<file path="config.mk">
export PLATFORM = sky130hd
export DESIGN_NAME = actuator_executor
export DESIGN_NICKNAME = d
export VERILOG_FILES = /design/src/rtl/actuator_executor.sv
export SDC_FILE = /design/constraint.sdc
export NUM_CORES = 1
export LEC_CHECK = 0
export ABC_AREA = 1
export BUFFER_PORTS_ARGS = -buffer_cell sky130_fd_sc_hd__buf_2
export CAP_MARGIN = 20
export CORE_MARGIN = 2
export CORE_UTILIZATION = 60
export CTS_CLUSTER_SIZE = 12
export DETAILED_ROUTE_END_ITERATION = 6
export PLACE_DENSITY_LB_ADDON = 0.1
export SETUP_SLACK_MARGIN = 0.4
export SYNTH_ARGS = -nofsm -noshare
export SYNTH_HDL_FRONTEND = slang
export SYNTH_SLANG_ARGS = --single-unit
</file>
<file path="constraint.sdc">
create_clock -name clockc2 -period 3.95 [get_ports clockc2]
set_clock_uncertainty 0.05 [all_clocks]
set_input_delay 0 -clock clockc2 [delete_from_list [all_inputs] [get_ports clockc2]]
set_output_delay 0 -clock clockc2 [all_outputs]
set_load 0.005 [all_outputs]
</file>
<file path="src/rtl/actuator_executor.sv">
// -----------------------------------------------------------------------------
// actuator_executor
//
// Turns the navigation FSM's level commands (avancar / girar / remover) into
// timed actuation bursts for the differential-drive pipe robot. Each burst is
// followed by an all-off dead-time. Busy and done are reported back to the
// navigation side.
//
// Ports:
//   clockc2      in   system clock, rising edge
//   reset        in   synchronous, active-high reset
//   avancar      in   forward-step command (level)
//   girar        in   right-pivot turn command (level)
//   remover      in   debris-removal command (level)
//   motor_l_en   out  left motor enable
//   motor_l_dir  out  left motor direction, 1 = forward
//   motor_r_en   out  right motor enable
//   motor_r_dir  out  right motor direction, 1 = forward
//   brush_en     out  removal brush enable
//   busy         out  burst or dead-time in progress
//   done         out  one-cycle pulse on the final burst cycle
//   cmd_conflict out  one-cycle pulse: several commands high at acceptance
//   step_count   out  [15:0] completed forward steps (ACTUATOR_ODOMETER_EN only)
//   turn_count   out  [15:0] completed turns         (ACTUATOR_ODOMETER_EN only)
//
// Optional feature macro: ACTUATOR_ODOMETER_EN adds saturating step/turn
// odometer counters. They increment on the done cycle of a FWD or TURN burst.
// -----------------------------------------------------------------------------
module actuator_executor #(
    parameter int STEP_CYCLES  = 8,
    parameter int TURN_CYCLES  = 12,
    parameter int CLEAN_CYCLES = 20,
    parameter int DEAD_CYCLES  = 2,
    parameter int CNT_W        = 8
) (
    input  logic        clockc2,
    input  logic        reset,
    input  logic        avancar,
    input  logic        girar,
    input  logic        remover,
    output logic        motor_l_en,
    output logic        motor_l_dir,
    output logic        motor_r_en,
    output logic        motor_r_dir,
    output logic        brush_en,
    output logic        busy,
    output logic        done,
    output logic        cmd_conflict
`ifdef ACTUATOR_ODOMETER_EN
    ,
    output logic [15:0] step_count,
    output logic [15:0] turn_count
`endif
);

    // Elaboration-time parameter sanity checks.
    localparam longint CNT_RANGE = longint'(1) << CNT_W;

    generate
        if (STEP_CYCLES < 1 || TURN_CYCLES < 1 || CLEAN_CYCLES < 1) begin : g_bad_len
            $error("actuator_executor: STEP/TURN/CLEAN_CYCLES must be >= 1");
        end
        if (DEAD_CYCLES < 0) begin : g_bad_dead
            $error("actuator_executor: DEAD_CYCLES must be >= 0");
        end
        if (longint'(STEP_CYCLES) > CNT_RANGE || longint'(TURN_CYCLES) > CNT_RANGE ||
            longint'(CLEAN_CYCLES) > CNT_RANGE || longint'(DEAD_CYCLES) > CNT_RANGE) begin : g_bad_cnt_w
            $error("actuator_executor: CNT_W too small for the configured cycle counts");
        end
    endgenerate

    // Counter load values are the length minus one. The counter then reaches 0
    // on the final cycle of a phase.
    localparam logic [CNT_W-1:0] STEP_LOAD  = CNT_W'(STEP_CYCLES - 1);
    localparam logic [CNT_W-1:0] TURN_LOAD  = CNT_W'(TURN_CYCLES - 1);
    localparam logic [CNT_W-1:0] CLEAN_LOAD = CNT_W'(CLEAN_CYCLES - 1);
    localparam logic [CNT_W-1:0] DEAD_LOAD  = CNT_W'((DEAD_CYCLES > 0) ? DEAD_CYCLES - 1 : 0);

    typedef enum logic [2:0] {
        S_IDLE,
        S_FWD,
        S_TURN,
        S_CLEAN,
        S_PAUSE
    } state_t;

    state_t           r_state;
    state_t           w_next_state;
    logic [CNT_W-1:0] r_cnt;
    logic [CNT_W-1:0] w_next_cnt;

    logic w_accept;   // this edge behaves as an IDLE edge (commands sampled)
    logic w_any_cmd;
    logic w_multi_cmd;
    logic w_next_burst;
    logic w_next_done;
    logic w_next_conflict;

    logic r_motor_l_en, r_motor_l_dir, r_motor_r_en, r_motor_r_dir;
    logic r_brush_en, r_busy, r_done, r_cmd_conflict;

    assign w_any_cmd   = avancar | girar | remover;
    assign w_multi_cmd = (avancar & girar) | (avancar & remover) | (girar & remover);

    // Next-state / counter logic.
    // NOTE: every signal driven here gets a default value first. This way no
    // path through the case leaves it unassigned and no latch is inferred.
    always_comb begin
        w_next_state = r_state;
        w_next_cnt   = r_cnt;
        w_accept     = 1'b0;

        unique case (r_state)
            S_IDLE: begin
                w_accept = 1'b1;
            end
            S_FWD, S_TURN, S_CLEAN: begin
                if (r_cnt == '0) begin
                    if (DEAD_CYCLES > 0) begin
                        w_next_state = S_PAUSE;
                        w_next_cnt   = DEAD_LOAD;
                    end else begin
                        // With no dead-time the burst end edge is already the
                        // first IDLE edge. This lets a held command chain with
                        // no gap.
                        w_accept = 1'b1;
                    end
                end else begin
                    w_next_cnt = r_cnt - 1'b1;
                end
            end
            S_PAUSE: begin
                // The edge that ends the pause is the first IDLE edge.
                if (r_cnt == '0) begin
                    w_accept = 1'b1;
                end else begin
                    w_next_cnt = r_cnt - 1'b1;
                end
            end
            default: begin
                w_next_state = S_IDLE;
                w_next_cnt   = '0;
            end
        endcase

        // Command acceptance with priority remover > girar > avancar.
        if (w_accept) begin
            if (remover) begin
                w_next_state = S_CLEAN;
                w_next_cnt   = CLEAN_LOAD;
            end else if (girar) begin
                w_next_state = S_TURN;
                w_next_cnt   = TURN_LOAD;
            end else if (avancar) begin
                w_next_state = S_FWD;
                w_next_cnt   = STEP_LOAD;
            end else begin
                w_next_state = S_IDLE;
                w_next_cnt   = '0;
            end
        end
    end

    // Outputs are decoded from the next state and then registered. The
    // actuation therefore appears in the cycle right after acceptance.
    assign w_next_burst    = (w_next_state == S_FWD) || (w_next_state == S_TURN) ||
                             (w_next_state == S_CLEAN);
    assign w_next_done     = w_next_burst && (w_next_cnt == '0);
    assign w_next_conflict = w_accept && w_multi_cmd;

    // NOTE: state registers use non-blocking assignments. Every flop then
    // samples pre-edge values, whatever the order of the statements.
    always_ff @(posedge clockc2) begin
        if (reset) begin
            r_state        <= S_IDLE;
            r_cnt          <= '0;
            r_motor_l_en   <= 1'b0;
            r_motor_l_dir  <= 1'b0;
            r_motor_r_en   <= 1'b0;
            r_motor_r_dir  <= 1'b0;
            r_brush_en     <= 1'b0;
            r_busy         <= 1'b0;
            r_done         <= 1'b0;
            r_cmd_conflict <= 1'b0;
        end else begin
            r_state        <= w_next_state;
            r_cnt          <= w_next_cnt;
            r_motor_l_en   <= (w_next_state == S_FWD) || (w_next_state == S_TURN);
            r_motor_l_dir  <= (w_next_state == S_FWD) || (w_next_state == S_TURN);
            r_motor_r_en   <= (w_next_state == S_FWD) || (w_next_state == S_TURN);
            r_motor_r_dir  <= (w_next_state == S_FWD);
            r_brush_en     <= (w_next_state == S_CLEAN);
            r_busy         <= (w_next_state != S_IDLE);
            r_done         <= w_next_done;
            r_cmd_conflict <= w_next_conflict;
        end
    end

    assign motor_l_en   = r_motor_l_en;
    assign motor_l_dir  = r_motor_l_dir;
    assign motor_r_en   = r_motor_r_en;
    assign motor_r_dir  = r_motor_r_dir;
    assign brush_en     = r_brush_en;
    assign busy         = r_busy;
    assign done         = r_done;
    assign cmd_conflict = r_cmd_conflict;

`ifdef ACTUATOR_ODOMETER_EN
    logic [15:0] r_step_count;
    logic [15:0] r_turn_count;

    // The counts update on the same edge that raises done. The new count is
    // therefore visible during the done cycle. Both counts saturate.
    always_ff @(posedge clockc2) begin
        if (reset) begin
            r_step_count <= '0;
            r_turn_count <= '0;
        end else begin
            if (w_next_done && (w_next_state == S_FWD) && (r_step_count != 16'hFFFF)) begin
                r_step_count <= r_step_count + 16'd1;
            end
            if (w_next_done && (w_next_state == S_TURN) && (r_turn_count != 16'hFFFF)) begin
                r_turn_count <= r_turn_count + 16'd1;
            end
        end
    end

    assign step_count = r_step_count;
    assign turn_count = r_turn_count;
`endif

endmodule
</file>
# Yosys cells after proc, flatten, opt, wreduce, memory -nomap -nowiden
# Cells that the tools add are included.
[word_totals]
register_bits = 17
input_bits = 5
out_inout_bits = 8
elab_cells = 46
[op_classes]
addsub = 1
n_eq_ne = 7
n_mux = 15
bitwise = 5
n_reduce_logical = 10
[op_table]
columns = ["operator", "n"]
rows = [
  ["8-bit two-way mux", 3],
  ["8-bit one-hot mux with 3 select lines", 1],
  ["8-bit zero test", 2],
  ["3-bit by 2-bit == test with 1-bit output, second input constant", 4],
  ["3-bit two-way mux", 3],
  ["8-bit by 1-bit subtractor with 8-bit output, second input constant", 1],
  ["3-bit by 1-bit == test with 1-bit output, second input constant", 2],
  ["3-bit one-hot mux with 2 select lines", 1],
  ["5-bit two-way mux", 1],
  ["2-bit two-way mux", 2],
  ["4-bit two-way mux", 1],
  ["1-bit bitwise AND", 3],
  ["3-bit == test, second input constant", 1],
  ["3-bit zero test", 1],
  ["3-bit nonzero test", 1],
  ["3-bit OR reduction", 1],
  ["1-bit logical AND", 2],
  ["1-bit logical OR", 2],
  ["1-bit two-way mux", 2],
  ["1-bit bitwise OR", 2],
  ["1-bit one-hot mux with 2 select lines", 1],
  ["2-bit OR reduction", 1],
]

# Longest topological paths before layout
[depth]
depth_word = 8
mapped_depth = 15
ltp_nobuf = 15

# Worst setup path after synthesis
# OpenSTA, ideal clock, no wires.
[synth_timing]
path_kind = "reg2reg"
start = "register r_cnt[0]"
end = "register r_done, in the netlist done"
setup_time_ns = 0.064
t_arrival_ns = 1.696
required_time_ns = 3.836
setup_slack_ns = 2.140
stages_incl_launch_ff = 16
n_path_buf = 0
synth_period_minus_slack_ns = 1.810
cell_sequence = "dfxtp_1 inv_1 ha_1 inv_1 nor2_4 nand2_4 ha_1 o21ai_0 o21ai_0 nand3_1 nand2_1 inv_1 nand2_1 nor2_1 nand2_1 nor2_1"
[synth_between]
elab_chain_len = 8
elab_cells_between_ends = 18
classes_between = "1 x add/sub; 3 x eq/ne; 9 x mux; 5 x reduce/logical"
[synth_rtl]
columns = ["element", "line_no", "text"]
rows = [
  ["start: declaration", "89", "logic [CNT_W-1:0] r_cnt;"],
  ["start signal: assignment", "187", "r_cnt <= w_next_cnt;"],
  ["parallel branches: the longest is 7 deep, another holds 8-bit by 1-bit subtractor with 8-bit output", "n/a", ""],
  ["1-bit logical AND (*)", "168", "assign w_next_done = w_next_burst && (w_next_cnt == '0);"],
  ["end signal: assignment", "194", "r_done <= w_next_done;"],
  ["end: declaration", "100", "logic r_brush_en, r_busy, r_done, r_cmd_conflict;"],
]
# Mark *: on every way between the ends.
# A chain may end at the register's enable or synchronous reset.

# Final worst setup path
# Ends and elaborated chain as after synthesis.

==> impl_metrics.py <==
metrics = {
    "hold_path": {
        "timing.hold.worst.start": "remover",
        "hold-path-endpoint": "r_cnt[4]",
        "min_delay_path_depth": 5,
        "holdCritPathClass": "input port to flip-flop",
    },
    "timing": {
        "report.final.hold_viol_count": 0,
        "holdWs_ps": 5.351,
        "timing_worst_slew_pin_value_ps": 319.8,
        "finalCritPeriodShare_pct": 51.78,
        "period_needed_ps": 2045,
        "fin_setup_tns_ps": 0,
        "achievable-frequency_mhz": 488.9,
        "max-slew-margin-rel_pct": 78.68,
        "rsz0062_at_grt": "no",
        "timing.final.setup_violations": 0,
        "finalMaxSlewViolations": 0,
    },
    "layout": {
        "final_design_area_no_fill_sq_mm": 0.001145,
        "layout_common_cells": "sky130_fd_sc_hd__nand2_1, sky130_fd_sc_hd__nor2_1, sky130_fd_sc_hd__inv_1, sky130_fd_sc_hd__dfxtp_1, sky130_fd_sc_hd__buf_2",
        "diodes": 0,
        "final_layout_size_suffix_gt1_share_pct": 26.45,
        "regArea_sq_um": 340.3,
        "design.final.nets": 164,
        "multi_input_area_sq_um": 566.8,
        "n_fill_cell": 118,
        "finish.cell_count_without_fillers": 171,
        "syn2layout_area_growth_pct": 11.45,
        "layout.cells.most_common": "sky130_fd_sc_hd__nand2_1",
    },
    "worst_setup_path": {
        "start_kind": "flip-flop",
        "regToRegEndpoint": "done",
        "crit_buf_inv": 3,
        "path_max_fanout": 6,
        "worst_r2r_startpoint": "r_cnt[0]",
        "reg2reg_setup_slack_ps": 1900,
        "timing.reg2reg.worst_path_depth": 15,
        "worst_path_dominant_cell_family": "simple AND/OR/NAND/NOR gates",
        "critPathSlowestCell": "sky130_fd_sc_hd__dfxtp_1",
        "max_stage_delay_ps": 330,
        "worstPathCellList": "inv_1 > ha_1 > inv_1 > nor2_4 > nand2_4 > ha_1 > o21ai_0 > o21ai_0 > nand3_1 > nand2_1 > inv_1 > nand2_1 > nor2_1 > nand2_1 > nor2_1",
        "timing.critical_path.required_ps": 4150,
        "crit_path_end_kind": "flip-flop",
        "worstSetupPathType": "flip-flop to flip-flop",
        "worst_path_arrival_time_ps": 2240,
    },
    "synth": {
        "synth-seq-area-share_pct": 33.13,
        "ys_ff_latch": 17,
        "syn-instance-count": 140,
        "synth_nets": 148,
        "yosysWarningCount": 0,
        "yosys.area_share.adder_pct": 3.654,
        "synthXorXnorAreaFrac_pct": 4.385,
        "syn-cell-area_sq_mm": 0.001027,
        "synthesis.area_per_instance_sq_um": 7.337,
        "synthMuxAreaShare_pct": 0,
        "dominant_combinational_cell_family_by_area_after_synthesis": "simple AND/OR/NAND/NOR gates",
        "unique_cell_type_count_in_the_yosys_netlist": 25,
        "compound_gate_portion_of_the_synthesized_area_pct": 6.821,
        "post_synth_and_or_nand_nor_area_fraction_pct": 40.32,
    },
    "routing": {
        "drt-vias-per-instance": 4.959,
        "routed-via-count": 848,
        "remaining_drc_errors": 0,
        "number_of_nets_still_failing_antenna_checks_after_routing": 0,
        "totalWireLength_mm": 1.927,
        "wl_per_cell_microns": 11.27,
        "drt_iter0_drc": 26,
        "firstDrtPassIters": 4,
    },
    "die": {
        "die_h_microns": 45.38,
        "pin_count": 13,
        "initial_utilization_pct": 65.89,
        "placeableCoreArea_sq_mm": 0.001559,
        "std_cell_rows": 14,
        "floorplan.die.width_microns": 45.38,
        "die_area_sq_mm": 0.002059,
    },
    "clock_tree": {
        "clkTransAtPathRegs_ps": 110,
        "inserted_clock_buffers": 3,
        "htree_levels": 1,
        "cts_sinks": 17,
        "cts_repair_resize_count": 0,
        "root_buffer": "sky130_fd_sc_hd__clkbuf_4",
        "cts_buffer_depth": 2,
        "cts_tree": "done",
        "clock_latency_on_the_worst_skew_pair_ps": 300,
    },
    "status": {
        "status": "finished clean",
    },
    "global_route": {
        "grt_pass1_vias": 811,
        "initial_antenna_violation_count": 0,
        "grt_max_degree": 18,
        "global_route_usage_over_all_layers_pct": 22.46,
        "globalRoute.totalOverflow": 0,
        "grt_pass1_wl_mm": 3.222,
    },
    "placed_design": {
        "dpl.cell_count": 164,
        "post_dp_cell_area_sq_mm": 0.001085,
        "port_buffers": 12,
        "place_hpwl_mm": 1.531,
        "place_congestion": 0.8202,
    },
    "job": {
        "cap_violations": 0,
    },
}
sequential cells by signal (all words and copies together) (netlist names):
signal / count
brush_en: 1
busy: 1
cmd_conflict: 1
done: 1
motor_r_dir: 1
motor_r_en: 1
r_cnt: 8
r_state: 3
kinds of logic (layout without fill, tap and decap cells):
family	after synthesis	after routing
compound gates	9	9
xor+xnor	3	3
fa+ha+maj	3	3
buf+inv	30	45
flops	17	17
simple gates	78	78
metal layers:
layer	share of wire [%]	wire, microns	track usage [%]
met1	42	814	22.03
met5	0	0	0
met4	1.3	26	8.235
met2	52	1000	42.57
met3	4.4	85	7.937
cell usage after synthesis:
library cell / count / area (sq um)
sky130_fd_sc_hd__nor2_4: 1 / 11.26
sky130_fd_sc_hd__o211ai_1: 1 / 7.510
sky130_fd_sc_hd__nor3_1: 3 / 15.01
sky130_fd_sc_hd__buf_1: 1 / 3.750
sky130_fd_sc_hd__o21ai_1: 1 / 5.000
sky130_fd_sc_hd__nand2_1: 28 / 105.1
sky130_fd_sc_hd__inv_1: 17 / 63.81
sky130_fd_sc_hd__o21ai_4: 2 / 32.53
sky130_fd_sc_hd__buf_4: 2 / 15.01
sky130_fd_sc_hd__nand2_2: 3 / 18.77
sky130_fd_sc_hd__nand3_1: 11 / 55.05
sky130_fd_sc_hd__ha_1: 3 / 37.54
sky130_fd_sc_hd__dfxtp_1: 17 / 340.3
sky130_fd_sc_hd__nor2_1: 22 / 82.58
sky130_fd_sc_hd__a21oi_1: 2 / 10.01
sky130_fd_sc_hd__xor2_1: 2 / 17.52
sky130_fd_sc_hd__nand4_1: 1 / 6.260
sky130_fd_sc_hd__inv_2: 9 / 33.78
sky130_fd_sc_hd__xor2_4: 1 / 27.53
sky130_fd_sc_hd__nor2_8: 2 / 40.04
sky130_fd_sc_hd__nor2_2: 1 / 6.260
sky130_fd_sc_hd__o21ai_0: 3 / 15.01
sky130_fd_sc_hd__nand2_4: 5 / 56.30
sky130_fd_sc_hd__clkbuf_1: 1 / 3.750
sky130_fd_sc_hd__nand3_4: 1 / 17.52
worst max path at each step:
| stage | slack [ps] | cells after the start | startpoint | to |
|---|---|---|---|---|
| after floorplan | 2140 | 15 | r_cnt[0] | done |
| after global placement | 2040 | 15 | r_cnt[0] | done |
| after detailed placement | 1920 | 15 | r_cnt[0] | done |
| after CTS | 1900 | 15 | r_cnt[0] | done |
| after global routing | 1760 | 15 | r_cnt[0] | done |
| final | 1900 | 15 | r_cnt[0] | done |
worst min-delay path, cell delays in order:
cell,delay [ps]
sky130_fd_sc_hd__buf_2,130
sky130_fd_sc_hd__nand2_1,70
sky130_fd_sc_hd__nand2_1,40
sky130_fd_sc_hd__inv_1,60
sky130_fd_sc_hd__nor2_1,40
stage by stage:
step / setup slack (ps) / util, %
2_1_floorplan: 2140 / -
3_3_place_gp: 2044 / 69.58
3_5_place_dp: 1922 / 69.58
4_1_cts: 1902 / 73.43
5_1_grt: 1760 / 73.43
6_report: 1905 / 73.43
area by class of cell:
class / count / area share (%)
multi-input cells: 93 / 49.51
flip-flops and latches: 17 / 29.73
inverters: 26 / 8.525
repair buffers: 15 / 7.869
clock buffers: 3 / 1.967
well taps: 16 / 1.749
clock inverters: 1 / 0.6557
repair_timing:
item	4_1_cts	5_1_grt
hold buffers	3	0
endpoints found under the hold margin	9	0
setup endpoints to repair	0	0
setup buffers	0	0
Power is left out: the tool's default activity adds up to more than one toggle a clock period on the data nets, which glitch-free logic cannot reach.
